===== config.mk =====
export PLATFORM = sky130hd
export DESIGN_NAME = nor_chain_sweeper
export DESIGN_NICKNAME = d
export VERILOG_FILES = /design/src/rtl/nor_chain_pkg.sv /design/src/rtl/nor_chain_golden.sv /design/src/rtl/nor_chain_sweeper.sv
export SDC_FILE = /design/constraint.sdc
export NUM_CORES = 1
export LEC_CHECK = 0
export CORE_MARGIN = 1
export CORE_UTILIZATION = 35
export DETAILED_ROUTE_END_ITERATION = 8
export PLACE_DENSITY_LB_ADDON = 0.12
export SYNTH_ARGS = -nofsm -noshare
export SYNTH_HDL_FRONTEND = slang
export SYNTH_HIERARCHICAL = 1
export SYNTH_SLANG_ARGS = --single-unit

===== constraint.sdc =====
create_clock -name clk -period 1.9 [get_ports clk]
set_clock_uncertainty 0.1 [all_clocks]
set_input_delay 0.38 -clock clk [delete_from_list [all_inputs] [get_ports clk]]
set_output_delay 0.38 -clock clk [all_outputs]
set_load 0.01 [all_outputs]

===== src/rtl/nor_chain_pkg.sv =====
// Shared types and sizing for the NOR-chain sweeper and its golden model.
package nor_chain_pkg;

    typedef enum logic [1:0] {
        IDLE,
        SETTLE,
        SAMPLE,
        DONE
    } state_t;

    localparam int unsigned NUM_VEC = 16;
    localparam int unsigned VEC_W   = 4;
    localparam int unsigned ERR_W   = 5;

endpackage


===== src/rtl/nor_chain_golden.sv =====
// Reference behaviour of the cascaded NOR stage: e = ~(a|b), f = ~(e|c), g = ~(f|d).
module nor_chain_golden (
    input  logic a,
    input  logic b,
    input  logic c,
    input  logic d,
    output logic exp_e,
    output logic exp_f,
    output logic exp_g
);

    always_comb begin
        exp_e = ~(a | b);
        exp_f = ~(exp_e | c);
        exp_g = ~(exp_f | d);
    end

endmodule


===== src/rtl/nor_chain_sweeper.sv =====
// Drives all 16 input vectors into a NOR-chain stage, samples its outputs after a
// settle time and checks them against the golden model, reporting a summary.
module nor_chain_sweeper
    import nor_chain_pkg::*;
#(
    parameter int unsigned SETTLE_CYCLES = 2
) (
    input  logic       clk,
    input  logic       rst,
    input  logic       start,
    output logic       a_o,
    output logic       b_o,
    output logic       c_o,
    output logic       d_o,
    input  logic       e_i,
    input  logic       f_i,
    input  logic       g_i,
    output logic       busy,
    output logic       done,
    output logic       pass,
    output logic [4:0] err_cnt,
    output logic [3:0] first_fail_vec,
    output logic       first_fail_valid
);

    generate
        if (SETTLE_CYCLES == 0 || SETTLE_CYCLES > 15) begin : g_settle_range
            $error("nor_chain_sweeper: SETTLE_CYCLES must be in 1..15");
        end
    endgenerate

    localparam logic [3:0]       SETTLE_LAST = 4'(SETTLE_CYCLES - 1);
    localparam logic [VEC_W-1:0] LAST_VEC    = VEC_W'(NUM_VEC - 1);

    state_t           state_q, state_d;
    logic [VEC_W-1:0] vec_q;
    logic [3:0]       cnt_q;
    logic [ERR_W-1:0] err_q;
    logic [VEC_W-1:0] ff_vec_q;
    logic             ff_valid_q;

    logic launch, settle_step, sample_now;
    logic exp_e, exp_f, exp_g;
    logic mismatch;

    nor_chain_golden u_golden (
        .a     (vec_q[3]),
        .b     (vec_q[2]),
        .c     (vec_q[1]),
        .d     (vec_q[0]),
        .exp_e (exp_e),
        .exp_f (exp_f),
        .exp_g (exp_g)
    );

    assign mismatch = ({e_i, f_i, g_i} != {exp_e, exp_f, exp_g});

    always_ff @(posedge clk or posedge rst) begin
        if (rst) begin
            state_q <= IDLE;
        end else begin
            state_q <= state_d;
        end
    end

    always_comb begin
        state_d     = state_q;
        launch      = 1'b0;
        settle_step = 1'b0;
        sample_now  = 1'b0;
        case (state_q)
            IDLE, DONE: begin
                if (start) begin
                    launch  = 1'b1;
                    state_d = SETTLE;
                end
            end
            SETTLE: begin
                settle_step = 1'b1;
                if (cnt_q == SETTLE_LAST) begin
                    state_d = SAMPLE;
                end
            end
            SAMPLE: begin
                sample_now = 1'b1;
                state_d    = (vec_q == LAST_VEC) ? DONE : SETTLE;
            end
            default: state_d = IDLE;
        endcase
    end

    // vec only moves on edges entering SETTLE, so the stimulus pins are taken from it directly
    always_ff @(posedge clk or posedge rst) begin
        if (rst) begin
            vec_q      <= '0;
            cnt_q      <= '0;
            err_q      <= '0;
            ff_vec_q   <= '0;
            ff_valid_q <= 1'b0;
        end else if (launch) begin
            vec_q      <= '0;
            cnt_q      <= '0;
            err_q      <= '0;
            ff_vec_q   <= '0;
            ff_valid_q <= 1'b0;
        end else if (settle_step) begin
            cnt_q <= cnt_q + 4'd1;
        end else if (sample_now) begin
            if (mismatch) begin
                err_q <= err_q + ERR_W'(1);
                if (!ff_valid_q) begin
                    ff_vec_q   <= vec_q;
                    ff_valid_q <= 1'b1;
                end
            end
            if (vec_q != LAST_VEC) begin
                vec_q <= vec_q + VEC_W'(1);
                cnt_q <= '0;
            end
        end
    end

    assign {a_o, b_o, c_o, d_o} = vec_q;
    assign busy             = (state_q == SETTLE) || (state_q == SAMPLE);
    assign done             = (state_q == DONE);
    assign pass             = done && (err_q == '0);
    assign err_cnt          = err_q;
    assign first_fail_vec   = ff_vec_q;
    assign first_fail_valid = ff_valid_q;

endmodule


Word-level counts from Yosys, hierarchy flattened
Cells that the tools add are included.

storage, ports and cells
  output and inout bits = 17
  word-level logic and storage cells = 70
  input bits = 6
  register bits after elaboration = 20

operators by class
  eq/ne operators = 11
  bitwise logic cells = 6
  reduce and logical (&&, ||, !) cells = 15
  add/sub/neg operators = 3
  mux-type cells = 29

operators with widths
  cell                   count
  $mux W4                13
  $mux W5                4
  $add A4 B1 Y4 const B  2
  $mux W1                8
  $mux W2                3
  $ne A2 B2 Y1 const B   3
  $pmux W2 S3            1
  $reduce_and A3 Y1      2
  $reduce_bool A2 Y1     3
  $reduce_bool A3 Y1     2
  $add A5 B1 Y5 const B  1
  $logic_not A5 Y1       1
  $eq A2 B2 Y1 const B   2
  $eq A4 B1 Y1 const B   1
  $eq A4 B4 Y1 const B   1
  $ne A4 B4 Y1 const B   1
  $reduce_and A2 Y1      2
  $reduce_and A4 Y1      1
  $ne A3 B3 Y1           1
  $not A1 Y1             3
  $or A1 B1 Y1           3
  $eq A2 B1 Y1 const B   1
  $logic_not A2 Y1       1
  $ne A2 B1 Y1 const B   1
  other kinds (3)        3

Logic depth before layout (Yosys ltp)
Gate-level depths: netlist of run 1.

  depth in word-level cells = 11
  mapped depth = 7

Cells and area by module
The synthesis of run 1 kept the hierarchy.

by module, submodules not included
  module             times used  area an instance (um^2)  cells each
  nor_chain_sweeper  1           1144.8                   118
  nor_chain_golden   1           20.0                     3

Least setup slack after synthesis of run 1
Ideal clock, no wire load.

  path type = reg2reg
  start point = reg vec_q[2]
  end point = reg err_q[3], in the netlist err_cnt[3]
  required time = 1.731 ns
  clock period less this slack = 1.879 ns
  stages on the path, launching flop included = 8
  buffers on the path = 1
  arrival time = 1.710 ns
  setup slack = 0.021 ns
  library setup time = 0.069 ns
  cells stage by stage = dfrtp_1 > o21ba_1 > nor2_2 > xor2_1 > o31ai_1 > buf_6 > or4_1 > nand3_1

between the ends
  cells in the longest elaborated chain, start to end = 9

RTL lines
  item                          RTL line                  RTL
  start, declared               nor_chain_sweeper.sv:36   logic [VEC_W-1:0] vec_q;
  start signal, assigned        nor_chain_sweeper.sv:117  vec_q <= vec_q + VEC_W'(1);
  $or A1 B1 Y1                  nor_chain_golden.sv:13    exp_e = ~(a | b);
  $not A1 Y1                    nor_chain_golden.sv:13
  $or A1 B1 Y1                  nor_chain_golden.sv:14    exp_f = ~(exp_e | c);
  $not A1 Y1                    nor_chain_golden.sv:14
  net exp_f                     nor_chain_sweeper.sv:43   logic exp_e, exp_f, exp_g;
  $or A1 B1 Y1                  nor_chain_golden.sv:15    exp_g = ~(exp_f | d);
  $not A1 Y1                    nor_chain_golden.sv:15
  net exp_g                     nor_chain_sweeper.sv:43
  $ne A3 B3 Y1                  nor_chain_sweeper.sv:56   assign mismatch = ({e_i, f_i, g_i} != {exp_e, exp_f, exp_g});
  $reduce_bool A2 Y1 (no line)  n/a
  $reduce_and A3 Y1 (no line)   n/a
  end signal, assigned          nor_chain_sweeper.sv:110  err_q <= err_q + ERR_W'(1);
  end, declared                 nor_chain_sweeper.sv:38   logic [ERR_W-1:0] err_q;

The timed path passes the listed nets, and every way through them passes these cells.
A chain may end at the register's enable or synchronous reset.

Final worst setup path of run 1
  start point = reg vec_q[3]
  end point = reg err_q[3], in the netlist err_cnt[3]

Same word-level chain as after synthesis.

==> results of run 1 <==
per-layer routing:
| layer | up-vias | part of all wire, % | global-route usage, % | routed length [um] |
|---|---|---|---|---|
| li1 | 513 | - | - | - |
| met1 | 518 | 46 | 20.24 | 1237 |
| met2 | 12 | 50 | 29.84 | 1345 |
| met3 | 5 | 1.5 | 2.597 | 40 |
| met4 | 0 | 1.5 | 5.980 | 40 |
| met5 | - | 0 | 0 | 0 |
cell families (layout without fill, tap and decap cells):
| logic type | count (synthesis) | count (layout) |
|---|---|---|
| xor+xnor | 3 | 3 |
| flops | 20 | 20 |
| mux | 3 | 3 |
| compound gates | 32 | 32 |
| fa+ha+maj | 9 | 9 |
| simple gates | 39 | 39 |
| buf+inv | 15 | 53 |
layout make-up:
cell class / instances / area (um2)
Tap cell: 44 / 55.05
Sequential cell: 20 / 500.5
Timing Repair Buffer: 39 / 341.6
Fill cell: 314 / 1478
Inverter: 10 / 37.54
Multi-Input combinational cell: 86 / 654.4
Clock buffer: 4 / 36.28
layout by cell type (no fill, tap or decap), types with 2 or more instances in the layout:
cell	n
dfrtp_1	20
clkdlybuf4s50_1	17
buf_4	17
nand2_1	9
inv_1	9
nand3_1	8
ha_1	7
nor2_1	5
a22o_1	5
a21oi_1	5
a31oi_1	3
o21ai_0	3
or4_1	3
o211ai_1	3
nand2b_1	3
clkbuf_4	3
xor2_2	2
a2bb2oi_1	2
o22ai_1	2
a21o_1	2
a311oi_1	2
mux2i_1	2
buf_2	2
dlymetal6s2s_1	2
nor2_4	2
flip-flops by register name, summed over array words and instances (netlist names):
signal	cells
err_cnt	5
cnt_q	4
first_fail_vec	4
vec_q	4
state_q	2
first_fail_valid	1
cells in the mapped netlist, types with 3 or more instances:
| cell type | n | share of area (%) |
|---|---|---|
| a21oi_1 | 5 | 2.1 |
| a22o_1 | 5 | 3.8 |
| a31oi_1 | 3 | 1.6 |
| dfrtp_1 | 20 | 43 |
| ha_1 | 9 | 9.7 |
| inv_1 | 10 | 3.2 |
| nand2_1 | 10 | 3.2 |
| nand2b_1 | 3 | 1.6 |
| nand3_1 | 8 | 3.4 |
| nor2_1 | 6 | 1.9 |
| o211ai_1 | 3 | 1.9 |
| o21ai_0 | 4 | 1.7 |
| or4_1 | 3 | 1.9 |
| xor2_1 | 3 | 2.3 |
through the flow:
stage | cells | power [mW]
floorplan | 121 | 1.255
global placement | 198 | 1.683
detailed placement | 198 | 1.714
CTS | 203 | 2.000
global route | 203 | 2.178
finish | 203 | 1.993
what timing repair did:
item | CTS | global route
setup buffers | 1 | 0
setup endpoints to repair | 6 | 9
pin swaps | 4 | 7
resized for setup | 12 | 12
where the power goes:
part	switching (mW)	internal (mW)	leakage, nW	total, mW
logic	0.562	0.529	0.468	1.09
clock network	0.142	0.117	0.0210	0.259
registers	0.105	0.538	0.262	0.643
total	0.809	1.18	0.752	1.99
worst max-delay path, cell delays in order (launching register included):
cell and delay, ns:
dfrtp_1 0.41, o21ba_4 0.24, nor2_4 0.10, xor2_2 0.16
o31ai_2 0.09, buf_4 0.16, or4_1 0.46, nand3_1 0.09
final timing paths:
path	end	depth (start not counted)	from
setup reg to reg	err_cnt[3]$_DFFE_PP0P_	7	vec_q[3]$_DFFE_PP0P_
min in group clk	first_fail_vec[2]$_DFFE_PP0P_	1	first_fail_vec[2]$_DFFE_PP0P_
hold reg to reg	first_fail_vec[2]$_DFFE_PP0P_	1	first_fail_vec[2]$_DFFE_PP0P_
max in group asynchronous	first_fail_valid$_DFFE_PP0P_	3	rst
setup / recovery	err_cnt[3]$_DFFE_PP0P_	7	vec_q[3]$_DFFE_PP0P_
hold / removal	first_fail_vec[3]$_DFFE_PP0P_	3	rst
==> metrics.md, run 1 <==
| Metric | Value |
|---|---|
| I/O Buffers | `22` |
| Worst Slack Setup Final | `0.02546 ns` |
| R2r setup slk | `0.03 ns` |
| Max_slew headroom | `79.77%` |
| Critical path type | `flop to flop` |
| Worst-path fanout max | `8` |
| Synth Area in Simple Gates | `17.19%` |
| Clock root buffer | `clkbuf_4` |
| Post-Syn Nets | `136` |
| Main combinational cell family by area after synthesis | `compound AO/OA/AOI/OAI gates` |
| Max Fclk | `533.5 MHz` |
| Via count | `1048` |
| Final Instance Area | `0.001625 mm2` |
| Sequential element share of the synthesized area | `42.96%` |
| Max-slew violations | `0` |
| Die width | `59.69 um` |
| Ys async rst share | `100.0%` |
| Prevailing post-synth register cell | `dfrtp_1` |
| Hold Fails Final Rpt | `0` |
| Dpl hpwl | `1977 um` |
| Clock sink total | `20` |
| Cell Pwr Density | `1226 mW/mm2` |
| DR iter-0 viols | `50` |
| WL/cell | `13.12 um` |
| Dpl cell area | `0.001531 mm2` |
| CTS max path bufs | `2` |
| Peak supply drop | `0.0005442 V` |
| N_diodes | `0` |
| Via-per-instance ratio | `5.163` |
| TritonRoute pass-1 iters | `4` |
| Setup TNS | `0 ns` |
| First-pass GRT wire length | `4395 um` |
| Worst Max-Slew Pin Slew | `0.2997 ns` |
| Number of remaining DRC errors | `0` |
| Io pins | `23` |
| CP startpoint kind | `flop` |
| Area growth, synth to finish | `39.53%` |
| Warnings, synthesis | `6` |
| RSZ-0062 raised after global routing | `yes` |
| Final hold slack | `0.2795 ns` |
| Vias in the first global route | `979` |
| Leak | `0.7516 nW` |
| Synth Area in Adders | `9.667%` |
| # hold bufs at CTS | `0` |
| Yosys reg bits | `20` |
| Initial Util | `37.54%` |
| Row count | `20` |
| Layout cell share with drive strength beyond 1 | `22.01%` |
| Final Cycle Share | `98.66%` |
| Max cap viols | `0` |
| Syn Area/Cell | `9.627 um2` |
| Xor and xnor fraction of the mapped netlist area | `2.256%` |
| Nets | `175` |
| Mapped cell area | `0.001165 mm2` |
| GRT overflow | `0` |
| Minimum clock period | `1.875 ns` |
| Type of the tightest min-delay check | `input port to asynchronous set/reset pin` |
| Total GRT Usage | `16.75%` |
| Initial antenna violation count | `0` |
| Final core occ | `52.38%` |
| Synth unique cells | `37` |
| Data required time of the worst path | `2.05 ns` |
| EDFF count, synth | `0` |
| Floorplan core area | `0.003103 mm2` |
| H-tree levels | `1` |
| Crit path capture type | `flop` |
| Largest net degree at the start of global routing | `22` |
| Compound-gate portion of the synthesized area | `19.55%` |
| Final Wtd Congestion | `0.7260` |
| Die H | `59.69 um` |
| DRT antenna net count | `0` |
| Clock Latency Late Sink | `0.31 ns` |
| Dpl ws | `-0.1582 ns` |
| TritonCTS Buffers | `3` |
| Die area | `0.003563 mm2` |
| Run status | `finished clean` |
| Post-synthesis cell count | `121` |
| TritonCTS clock tree | `done` |
| Final WL | `2664 um` |
| Critical path arrival | `2.02 ns` |
| Clock transition at path regs | `0.12 ns` |
| Mux cell area share after synthesis | `2.685%` |
| Final setup fails | `0` |
(Power assumes the default switching activity.)
==> inputs of run 2 (changes only) <==
- CORE_UTILIZATION: 35 -> 45
==> run 2 against run 1 <==
Final cell count fell by 5.4%. Combinational power grew 6%. Sequential share of layout area about the same. Global-route usage up 6.1 points. Clock power rose by 2%. Count of clock-buffer cells in the layout did not move. Flip-flop and latch count is the same. The run now ends with negative setup slack left. Via count rose by 5.2%. Critical path type unchanged.
==> metrics.md, run 2 (synthesis results as in run 1) <==
| Metric | Value |
|---|---|
| R2r setup slk | `-0.07 ns` |
| Multi-input logic area | `643.1 um2` |
| Critical path type | `flop to flop` |
| Crit path capture type | `flop` |
| Nets | `178` |
| CP peak stage delay | `0.41 ns` |
| Die area | `0.002796 mm2` |
| Filler cell count | `208` |
| Highest-count cells in the layout ignoring fill and taps | `dfrtp_1 (20), buf_4 (19), clkdlybuf4s50_1 (17)` |
| Data required time of the worst path | `2.06 ns` |
| Die H | `52.88 um` |
| CP startpoint kind | `flop` |
| TritonRoute pass-1 iters | `4` |
| H-tree levels | `1` |
| Max reg flops | `5` |
| Largest net degree at the start of global routing | `22` |
| Peak supply drop | `0.0008653 V` |
| Leak | `0.7684 nW` |
| Most common cell after layout, fill and taps aside | `dfrtp_1` |
| Max-slew violations | `0` |
| Via count | `1102` |
| Final core occ | `66.11%` |
| Total GRT Usage | `22.90%` |
| Violated checks | `negative setup slack` |
| Sw Ratio | `41.52%` |
| Layout cell share with drive strength beyond 1 | `23.46%` |
| Row count | `18` |
| Initial Util | `47.45%` |
| Clock Latency Late Sink | `0.32 ns` |
| I/O Buffers | `22` |
| Worst-path fanout max | `4` |
| Worst Max-Slew Pin Slew | `0.3980 ns` |
| Crit path depth | `7` |
| Type of the tightest min-delay check | `input port to asynchronous set/reset pin` |
| N_diodes | `0` |
| R2r worst-path depth | `7` |
| Floorplan core area | `0.002455 mm2` |
| Final Wtd Congestion | `0.8144` |
| R2R Path End | `first_fail_vec[0]$_DFFE_PP0P_` |
| TritonCTS clock tree | `done` |
| Clock root buffer | `clkbuf_4` |
| Final WL | `3075 um` |
| First-pass GRT wire length | `4512 um` |
| # hold bufs at CTS | `0` |
| Final Cycle Share | `103.5%` |
| DRT antenna net count | `0` |
| Crit-path slowest cell | `dfrtp_1` |
| Max Fclk | `508.5 MHz` |
| Via-per-instance ratio | `5.740` |
| P_int | `1.200 mW` |
| Crit-path cells | `o21ba_4 > nor2_4 > xor2_2 > buf_4 > o311ai_0 > a21o_1 > a22o_1` |
| Part of the power in the clock network | `12.9%` |
| Run status | `finished, violations left` |
| CTS max path bufs | `2` |
| WL/cell | `16.02 um` |
| Max cap viols | `0` |
| Vias in the first global route | `1062` |
| Dpl ws | `-0.1726 ns` |
| Hold Fails Final Rpt | `0` |
| CP Capture Point | `first_fail_vec[0]$_DFFE_PP0P_` |
| Sequential Power Share | `31.0%` |
| Initial antenna violation count | `0` |
| RR Startpoint | `vec_q[1]$_DFFE_PP0P_` |
| Net load switching power | `0.8519 mW` |
| Clock sink total | `20` |
| Minimum clock period | `1.967 ns` |
| Io pins | `23` |
| Worst Slack Setup Final | `-0.06654 ns` |
| Combinational share of power | `56.1%` |
| Critical path arrival | `2.13 ns` |
| Final setup fails | `6` |
| Die width | `52.88 um` |
| GRT overflow | `0` |
| Dpl hpwl | `2188 um` |
| Bufs and invs on worst path | `1` |
| Cell Pwr Density | `1264 mW/mm2` |
| Final hold slack | `0.2755 ns` |
| Register area | `500.5 um2` |
| Area growth, synth to finish | `39.31%` |
| DR iter-0 viols | `24` |
| CP delay by family, top | `compound AO/OA/AOI/OAI gates` |
| Max_slew headroom | `73.13%` |
| Clock transition at path regs | `0.12 ns` |
| Number of remaining DRC errors | `0` |
| Worst Setup SP | `vec_q[1]$_DFFE_PP0P_` |
| RSZ-0062 raised after global routing | `yes` |
| TritonCTS Buffers | `3` |
-- run 2: power groups by stage --
stage / Sequential [mW] / Clock, mW / Combinational (mW)
2_1_floorplan: 0.691 / 0 / 0.564
3_3_place_gp: 0.637 / 0 / 1.03
6_report: 0.637 / 0.264 / 1.15
5_1_grt: 0.651 / 0.273 / 1.26
4_1_cts: 0.635 / 0.262 / 1.10
3_5_place_dp: 0.648 / 0 / 1.08
-- run 2: cell type report --
cell class | instances | area share, %
clock buffer | 4 | 2.236
inverter | 10 | 2.313
multi-input combinational | 86 | 39.63
sequential | 20 | 30.84
tap | 30 | 2.313
timing repair buffer | 42 | 22.67
-- run 2: metal layers --
metal / GRT usage [%] / vias up / part of all wire (%)
met5: 0 / - / 0
met4: 11.40 / 0 / 2.8
met3: 3.448 / 9 / 4.0
met2: 42.19 / 30 / 54
met1: 25.04 / 539 / 39
li1: - / 524 / -
-- run 2: worst register-to-register path, cell delays in order (launching register included) --
cell and delay [ns]:
dfrtp_1 0.41, o21ba_4 0.26, nor2_4 0.04, xor2_2 0.16, buf_4 0.13, o311ai_0 0.40, a21o_1 0.26, a22o_1 0.17
-- run 2: worst min path at each step --
| stage | startpoint | end | slack (ns) | depth (start not counted) |
|---|---|---|---|---|
| after floorplan | rst | cnt_q[0]$_DFFE_PP0P_ | 0.24 | 1 |
| after global placement | cnt_q[3]$_DFFE_PP0P_ | cnt_q[3]$_DFFE_PP0P_ | 0.38 | 1 |
| after detailed placement | cnt_q[3]$_DFFE_PP0P_ | cnt_q[3]$_DFFE_PP0P_ | 0.39 | 1 |
| after CTS | rst | err_cnt[4]$_DFFE_PP0P_ | 0.30 | 3 |
| after global routing | rst | err_cnt[4]$_DFFE_PP0P_ | 0.32 | 3 |
| final | rst | err_cnt[4]$_DFFE_PP0P_ | 0.28 | 3 |
-- run 2: per-stage QoR --
stage	power [mW]	instance area, um2	setup TNS (ns)	cells
floorplan	1.255	1165	0	121
detailed placement	1.729	1514	-0.8188	184
global placement	1.666	1514	-0.5064	184
CTS	1.998	1559	-0.008963	189
finish	2.052	1623	-0.2900	192
global route	2.188	1623	-0.7573	192
-- run 2: repair_timing --
action                                  in CTS  in global routing
pin swaps                                    1                  3
cloned                                       0                  1
buffers inserted                             1                  2
endpoints found under the setup margin       7                  9
gates resized for setup                     11                 12
